[src/rtl/wb_check_timer.sv]
// No-progress watchdog: counts cycles while run is high, pulses expire once on reaching TIMEOUT.
module wb_check_timer #(
    parameter int TIMEOUT = 64
) (
    input  logic i_clk,
    input  logic i_reset,
    input  logic run,
    input  logic clear,
    output logic expire
);

    generate
        if (TIMEOUT == 0) begin : g_off
            assign expire = 1'b0;
        end else begin : g_on
            localparam int CW = $clog2(TIMEOUT + 1);
            logic [CW-1:0] count;

            // Holding at TIMEOUT keeps a long stall from producing a second pulse.
            always_ff @(posedge i_clk) begin
                if (i_reset || clear) begin
                    count <= '0;
                end else if (run && count != CW'(TIMEOUT)) begin
                    count <= count + 1'b1;
                end
            end

            assign expire = run && !clear && (count == CW'(TIMEOUT - 1));
        end
    endgenerate

endmodule

[config.mk]
export PLATFORM = sky130hd
export DESIGN_NAME = wb_check_timer
export DESIGN_NICKNAME = d
export VERILOG_FILES = /design/src/rtl/wb_check_timer.sv
export SDC_FILE = /design/constraint.sdc
export NUM_CORES = 1
export LEC_CHECK = 0
export BUFFER_PORTS_ARGS = -buffer_cell sky130_fd_sc_hd__buf_2
export CORE_AREA = 2 2 39 41
export CTS_CLUSTER_SIZE = 8
export DETAILED_ROUTE_END_ITERATION = 8
export DIE_AREA = 0 0 41 43
export PLACE_DENSITY_LB_ADDON = 0.05
export SKIP_CTS_REPAIR_TIMING = 1
export SYNTH_ARGS = -nofsm -noshare
export SYNTH_HDL_FRONTEND = slang
export SYNTH_SLANG_ARGS = --single-unit
[constraint.sdc]
create_clock -name i_clk -period 1.7 [get_ports i_clk]
set_input_delay 0.085 -clock i_clk [delete_from_list [all_inputs] [get_ports i_clk]]
set_output_delay 0.085 -clock i_clk [all_outputs]
set_load 0.01 [all_outputs]
# After elaboration in Yosys (flattened, before gate mapping)
# Cells that the tools add are included.
dict set report totals {
  reg_bits 7
  latch_bits 0
  ram_bits 0
  rom_bits 0
  input_bits 4
  wordCells 9
  n_memories 0
}
dict set report classes {
  add_sub_neg 1
  mul 0
  div_mod_pow 0
  order_cmp 0
  n_eq_ne 2
  n_shift 0
  mux 0
  bitwise 0
  reduce_logical 5
}
# op n
set op_table {}
lappend op_table {{adder 7 x 1 -> 7 bit (second input constant)} 1}
lappend op_table {{== test 7 x 6 -> 1 bit (second input constant)} 1}
lappend op_table {{inequality test 7 bit (second input constant)} 1}
lappend op_table {{logical AND 1 bit} 3}
lappend op_table {{logical NOT 1 bit} 1}
lappend op_table {{logical OR 1 bit} 1}

# Longest topological paths before layout
# Gate-level depths: netlist of run 1.
dict set report logic_depth {
  depth_word 3
  mapped_depth 5
  mapped_depth_nobuf 5
}

# Least setup slack after synthesis of run 1
# OpenSTA, ideal clock, no wires.
dict set report synth_path {
  path_type {reg-to-reg}
  start {reg g_on.count[0]}
  end {reg g_on.count[0]}
  setup_time_ps 72
  arrival_time_ps 1123
  required_time_ps 1628
  path_slack_ps 505
  path_stages_with_launch 6
  n_path_buf 0
  synth_period_minus_slack_ps 1195
  path_cell_list {dfxtp_1 > inv_1 > ha_1 > nor2b_1 > a21boi_1 > mux2i_1}
}
dict set report synth_between {
  elab_chain_cells 2
}
# element line_no
set synth_lines {}
lappend synth_lines {{from (decl)} 17} ;# logic [CW-1:0] count;
lappend synth_lines {{from (signal assigned)} 24} ;# count <= count + 1'b1;
lappend synth_lines {{parallel branches: the longest is 2 deep, another holds adder 7 x 1 -> 7 bit} --}
# Several ways; the timed one is not identified.
# A chain may end at the register's enable or synchronous reset.

# Final worst setup path of run 1
dict set report layout_path {
  start {reg g_on.count[0]}
  end {out expire}
}
dict set report layout_between {
  elab_chain_cells 2
}
# element line_no
set layout_lines {}
lappend layout_lines {{== test 7 x 6 -> 1 bit} 28} ;# assign expire = run && !clear && (count == CW'(TIMEOUT - 1));
lappend layout_lines {{logical AND 1 bit} 28}
lappend layout_lines {{to (decl)} 9} ;# output logic expire
# Every way passes these cells.

==> impl_metrics.yaml, run 1 <==
run_status:
  status: "completed"
timing:
  min_period_ns: 1.46
  max_slew_margin_pct: 80.8
  worst_pin_slew_ns: 0.287
  setup_tns_ns: 0
  rsz0062_at_grt: "false"
  finClkSkew_ns: 0.00117
  setup_violations: 0
  finalCritPeriodShare_pct: 86.0
  whs_ns: 0.156
  drv_slew: 0
  hold_viol: 0
  max_freq_mhz: 684
drt:
  route.detailed.drc: 0
  wl_per_cell_um: 10.3
  drt_iter0_markers: 11
  ant_nets: 0
  wl_um: 669
  avgViaCountPerCell: 4.86
  firstDrtPassIters: 4
  routed-via-count: 316
synthesis:
  synth-seq-cells: 7
  synth-seq-area-share_pct: 38.9
  synthDistinctLibCells: 19
  synth_area_sq_um: 360
  ys_warn_count: 0
  syn_inst: 41
  syn-mean-instance-area_sq_um: 8.79
  synth_nets: 47
floorplanning:
  dieArea_sq_um: 1760
  die_h_um: 43
  num_rows: 14
  num_io_pins: 5
  core_area_sq_um: 1380
  die_w_um: 41
  initial_core_util_pct: 26.0
job:
  drv_cap: 0
layout:
  stdcell_count: 65
  reg_top3: "g_on.count: 7 flops"
  fillers: 149
  area_delta_synth_final_pct: 18.4
  largest_register_ffs: 7
  diodes: 0
  multi_input_area_sq_um: 213
  regMostFlops: "g_on.count"
  layout-drive-gt1-share_pct: 20.4
  nNetsFinal: 56
  seqCellArea_sq_um: 140
power:
  power_frac_clock_pct: 44.8
  p_sw_share_pct: 21.9
  report.power.total_mw: 0.337
  p_seq_share_pct: 49.8
  leakage_nw: 0.160
  power_switching_mw: 0.0737
  max-vdd-ir-drop_mv: 0.258
  pwr_density_cell_nw_per_um2: 790
  internal_power_mw: 0.263
  p_comb_share_pct: 5.4
grt:
  grt_overflow: 0
  grt_pass1_vias: 303
  grt_max_degree: 7
  grt_pass1_wl_um: 1170
  grt.total_usage_pct: 10.2
  antenna_found_initial: 0
critical_path:
  crit_type: "register to output pin"
  critPathMaxFanout: 5
  critPathLaunchType: "register"
  required_ns: 1.62
  arrival_ns: 1.38
  r2r_slack_ns: 0.38
  crit_path_end_kind: "output pin"
worst_hold_path:
  hold_path_class: "input port to register"
placed_design:
  finalWeightedCongestion: 0.707
  placedCellCount: 61
  portBuffers: 4
  hpwl_um: 512
clocking:
  clkTransAtPathRegs_ns: 0.05
  cts_root_buf: "clkbuf_4"
  cts_inserted_buffers: 3
  cts_tree: "yes"
  cts_sinks: 7
  clk_latency_ns: 0.25
  cts.path.max_buffers: 2
  htree_levels: 1
[metal layers]
metal | GRT usage, % | up-vias | share of wire (%)
met5 | 0 | - | 0
met4 | 8.00 | 0 | 0.60
met3 | 3.14 | 2 | 3.4
met2 | 14.4 | 5 | 48
met1 | 12.0 | 147 | 48
li1 | - | 162 | -
[cell usage after synthesis]
cell      instances  area, sq um
xor2_1            2         17.5
mux2i_1           2         20.0
nor4b_2           1         15.0
dfxtp_1           7          140
nand4_2           1         12.5
inv_1             2         7.51
or2_2             1         6.26
nand4_1           2         12.5
nor2b_1           1         6.26
o21ai_0           1         5.00
a211o_1           1         8.76
nor4_1            1         6.26
nor2_1            3         11.3
o21ai_1           1         5.00
a21boi_1          1         7.51
or3_1             2         12.5
nand2_1           7         26.3
a21oi_1           3         15.0
ha_1              2         25.0
[worst max-delay path, stage by stage, from the launching register on]
cell	delay, ns
dfxtp_1	0.39
ha_1	0.19
nand2_1	0.11
nor4_1	0.25
buf_2	0.18
[through the flow]
stage                     util, %  area [sq um]  setup slack (ns)
after floorplan                 -           360             0.505
after global placement       28.9           400             0.444
after detailed placement     28.9           400             0.383
after CTS                    30.8           427             0.218
after global routing         30.8           427             0.156
final                        30.8           427             0.239
[worst paths after layout]
path                                    start            end  depth (start not counted)
worst max-delay path            g_on.count[0]         expire                          4
worst min register to register  g_on.count[6]  g_on.count[6]                          2
worst max register to register  g_on.count[0]  g_on.count[1]                          5
worst min-delay path                  i_reset  g_on.count[1]                          4
[cell families (layout without fill, tap and decap cells)]
| group | count (synthesis) | count (layout) | share of synthesized area [%] |
|---|---|---|---|
| and+or+nand+nor | 19 | 19 | 30.2 |
| AOI/OAI and AO/OA | 7 | 7 | 11.5 |
| DFF | 7 | 7 | 38.9 |
| adders and majority gates | 2 | 2 | 6.94 |
| xor gates and xnor gates | 2 | 2 | 4.86 |
| muxes | 2 | 2 | 5.56 |
| buffers and inverters | 2 | 10 | 2.08 |
[final cells by class]
cell class                      instances  area share (%)
Sequential cell                         7            32.8
Clock buffer                            4            6.16
Inverter                                2            1.76
Multi-Input combinational cell         32            49.9
Timing Repair Buffer                    4            4.69
Tap cell                               16            4.69
[power by group through the flow]
| stage | Combinational (mW) | Clock [mW] | Sequential, mW |
|---|---|---|---|
| 2_1_floorplan | 0.0109 | 0 | 0.171 |
| 3_3_place_gp | 0.0174 | 0 | 0.171 |
| 4_1_cts | 0.0181 | 0.160 | 0.168 |
| 6_report | 0.0181 | 0.151 | 0.168 |
| 3_5_place_dp | 0.0180 | 0 | 0.171 |
| 5_1_grt | 0.0208 | 0.171 | 0.168 |
[placed cells by master, fill, tap and decap left out, types with 2 or more instances in the layout]
cell type	netlist	layout
ha_1	2	2
clkbuf_4	0	3
buf_2	0	4
nand4_1	2	2
or3_1	2	2
a21oi_1	3	3
dfxtp_1	7	7
nand2_1	7	7
xor2_1	2	2
nor2_1	3	3
inv_1	2	2
mux2i_1	2	2
Power figures use the tool's default switching activity.
==> run 2: changes to the inputs <==
ABC_AREA = 1   (was not set)
==> impl_metrics.yaml, run 2 <==
synthesis:
  synth-seq-cells: 7
  synth_commonest_cells: "12 x nor2_1, 11 x nand2_1, 9 x inv_1"
  synth_nets: 72
  synthDistinctLibCells: 16
  synth_compound_area_share_pct: 6.72
  synth_area_sq_um: 447
  synth_adder_area_share_pct: 5.60
  syn_inst: 66
  syn-mean-instance-area_sq_um: 6.77
  synth_top_family_by_area: "simple AND/OR/NAND/NOR gates"
  synth-xor-area-share_pct: 1.96
  synth_edf_count: 0
  synth-seq-area-share_pct: 31.4
  netlist_top_cells_area: "dfxtp_1 31%, nor2_1 10%, nand2_1 9.2%"
  synthMostInstantiatedCell: "nor2_1"
  muxShareOfSynthArea_pct: 0
  ys_warn_count: 0
  ys.flop_type: "dfxtp_1"
  synth_largest_area_cell: "dfxtp_1"
  synthSimpleGateAreaFrac_pct: 41.7
  async_reset_ff_share_pct: 0
  synth_top_area_share_pct: 31.4
floorplanning:
  core_area_sq_um: 1380
  die_w_um: 41
  initial_core_util_pct: 32.3
  num_rows: 14
  die_h_um: 43
  num_io_pins: 5
  dieArea_sq_um: 1760
timing:
  worst_pin_slew_ns: 0.365
  finClkSkew_ns: 0.000546
  max_slew_margin_pct: 75.6
  max_freq_mhz: 665
  setup_tns_ns: 0
  drv_slew: 0
  setup_violations: 0
  rsz0062_at_grt: "false"
  min_period_ns: 1.50
  hold_viol: 0
  finalCritPeriodShare_pct: 88.4
critical_path:
  max_stage_delay_ns: 0.40
  required_ns: 1.62
  critPathMaxFanout: 5
  arrival_ns: 1.42
  crit_type: "register to output pin"
  cp_num_buf_inv: 1
  critPathLaunchType: "register"
  slowest_stage: "dfxtp_1"
  crit_top_cell: "nand3_1"
  cpLargestDelayFamily: "flip-flops"
  critical_path.cell_chain: "ha_2, nand3_1, nor2_2, nand3_1, nor2_1, buf_2"
  crit_path_end_kind: "output pin"
drt:
  route.detailed.drc: 0
  routed-via-count: 403
  firstDrtPassIters: 4
  wl_per_cell_um: 9.61
  wl_um: 846
  avgViaCountPerCell: 4.58
  drt_iter0_markers: 11
  ant_nets: 0
layout:
  mostFrequentLayoutCells: "11 x nand2_1, 11 x nor2_1, 9 x inv_1"
  reg_top3: "g_on.count: 7 flops"
  layout-drive-gt1-share_pct: 18.1
  final_util_pct: 36.1
  area_delta_synth_final_pct: 11.8
  nNetsFinal: 79
  fillers: 162
  regMostFlops: "g_on.count"
  largest_register_ffs: 7
  diodes: 0
placed_design:
  hpwl_um: 626
  portBuffers: 4
  finalWeightedCongestion: 0.714
power:
  max-vdd-ir-drop_mv: 0.347
  leakage_nw: 0.195
  pwr_density_cell_nw_per_um2: 692
grt:
  grt_pass1_wl_um: 1370
  grt_pass1_vias: 353
  antenna_found_initial: 0
  grt_max_degree: 10
  grt.total_usage_pct: 11.9
  grt_overflow: 0
run_status:
  status: "completed"
clocking:
  cts_tree: "yes"
  clk_latency_ns: 0.25
  clkTransAtPathRegs_ns: 0.05
  cts.path.max_buffers: 2
  cts_sinks: 7
  cts_root_buf: "clkbuf_4"
  htree_levels: 1
  cts_inserted_buffers: 3
worst_hold_path:
  hold_path_class: "input port to register"
job:
  drv_cap: 0
## run 2: metal layers
metal,up-vias,part of all wire (%),track usage [%],wire [um]
met5,-,0,0,0
li1,224,-,-,-
met3,2,6.0,1.57,51
met2,13,39,15.6,334
met1,164,53,16.2,449
met4,0,1.2,10.0,10
## run 2: cells by family (layout without fill, tap and decap cells)
group | count (synthesis) | after routing
AND/OR/NAND/NOR | 38 | 38
buffers and inverters | 12 | 18
flip-flops | 7 | 7
AO/OA/AOI/OAI | 6 | 6
adder cells (fa/ha/maj) | 2 | 2
XOR/XNOR | 1 | 1
## run 2: report_power, final
part / internal [mW] / leakage, nW / switching, mW / total, mW
clock network: 0.0896 / 0.0150 / 0.0615 / 0.151
registers: 0.166 / 0.0566 / 0.00278 / 0.169
logic: 0.00870 / 0.124 / 0.0164 / 0.0251
total: 0.265 / 0.195 / 0.0808 / 0.345
## run 2: final cells by class
type                    instances  area, sq um  share of cell area, %
multi-input cells              47          255                   51.1
flip-flops and latches          7          140                   28.1
inverters                      10         37.5                   7.52
clock buffers                   4         26.3                   5.26
repair buffers                  4         20.0                   4.01
well taps                      16         20.0                   4.01
## run 2: stage by stage
step / cell area (sq um) / hold WS, ns / cells / setup slack [ns] / total power [mW]
floorplan: 447 / 0.218 / 66 / 0.506 / 0.192
finish: 499 / 0.151 / 88 / 0.196 / 0.345
detailed placement: 468 / 0.416 / 84 / 0.380 / 0.198
global route: 499 / 0.173 / 88 / 0.0455 / 0.368
CTS: 494 / 0.150 / 88 / 0.112 / 0.352
global placement: 468 / 0.413 / 84 / 0.366 / 0.198
## run 2: worst paths after layout
| path | slack (ns) | cells after the start | end | startpoint |
|---|---|---|---|---|
| max | 0.20 | 6 | expire | g_on.count[0] |
| min | 0.15 | 4 | g_on.count[6] | i_reset |
| max reg2reg | 0.40 | 9 | g_on.count[1] | g_on.count[0] |
| min reg2reg | 0.52 | 2 | g_on.count[4] | g_on.count[4] |
## run 2: tightest hold or removal path: stages
cell,delay [ns]
buf_2,0.07
nor2_1,0.08
nand2_1,0.08
nor2_1,0.03
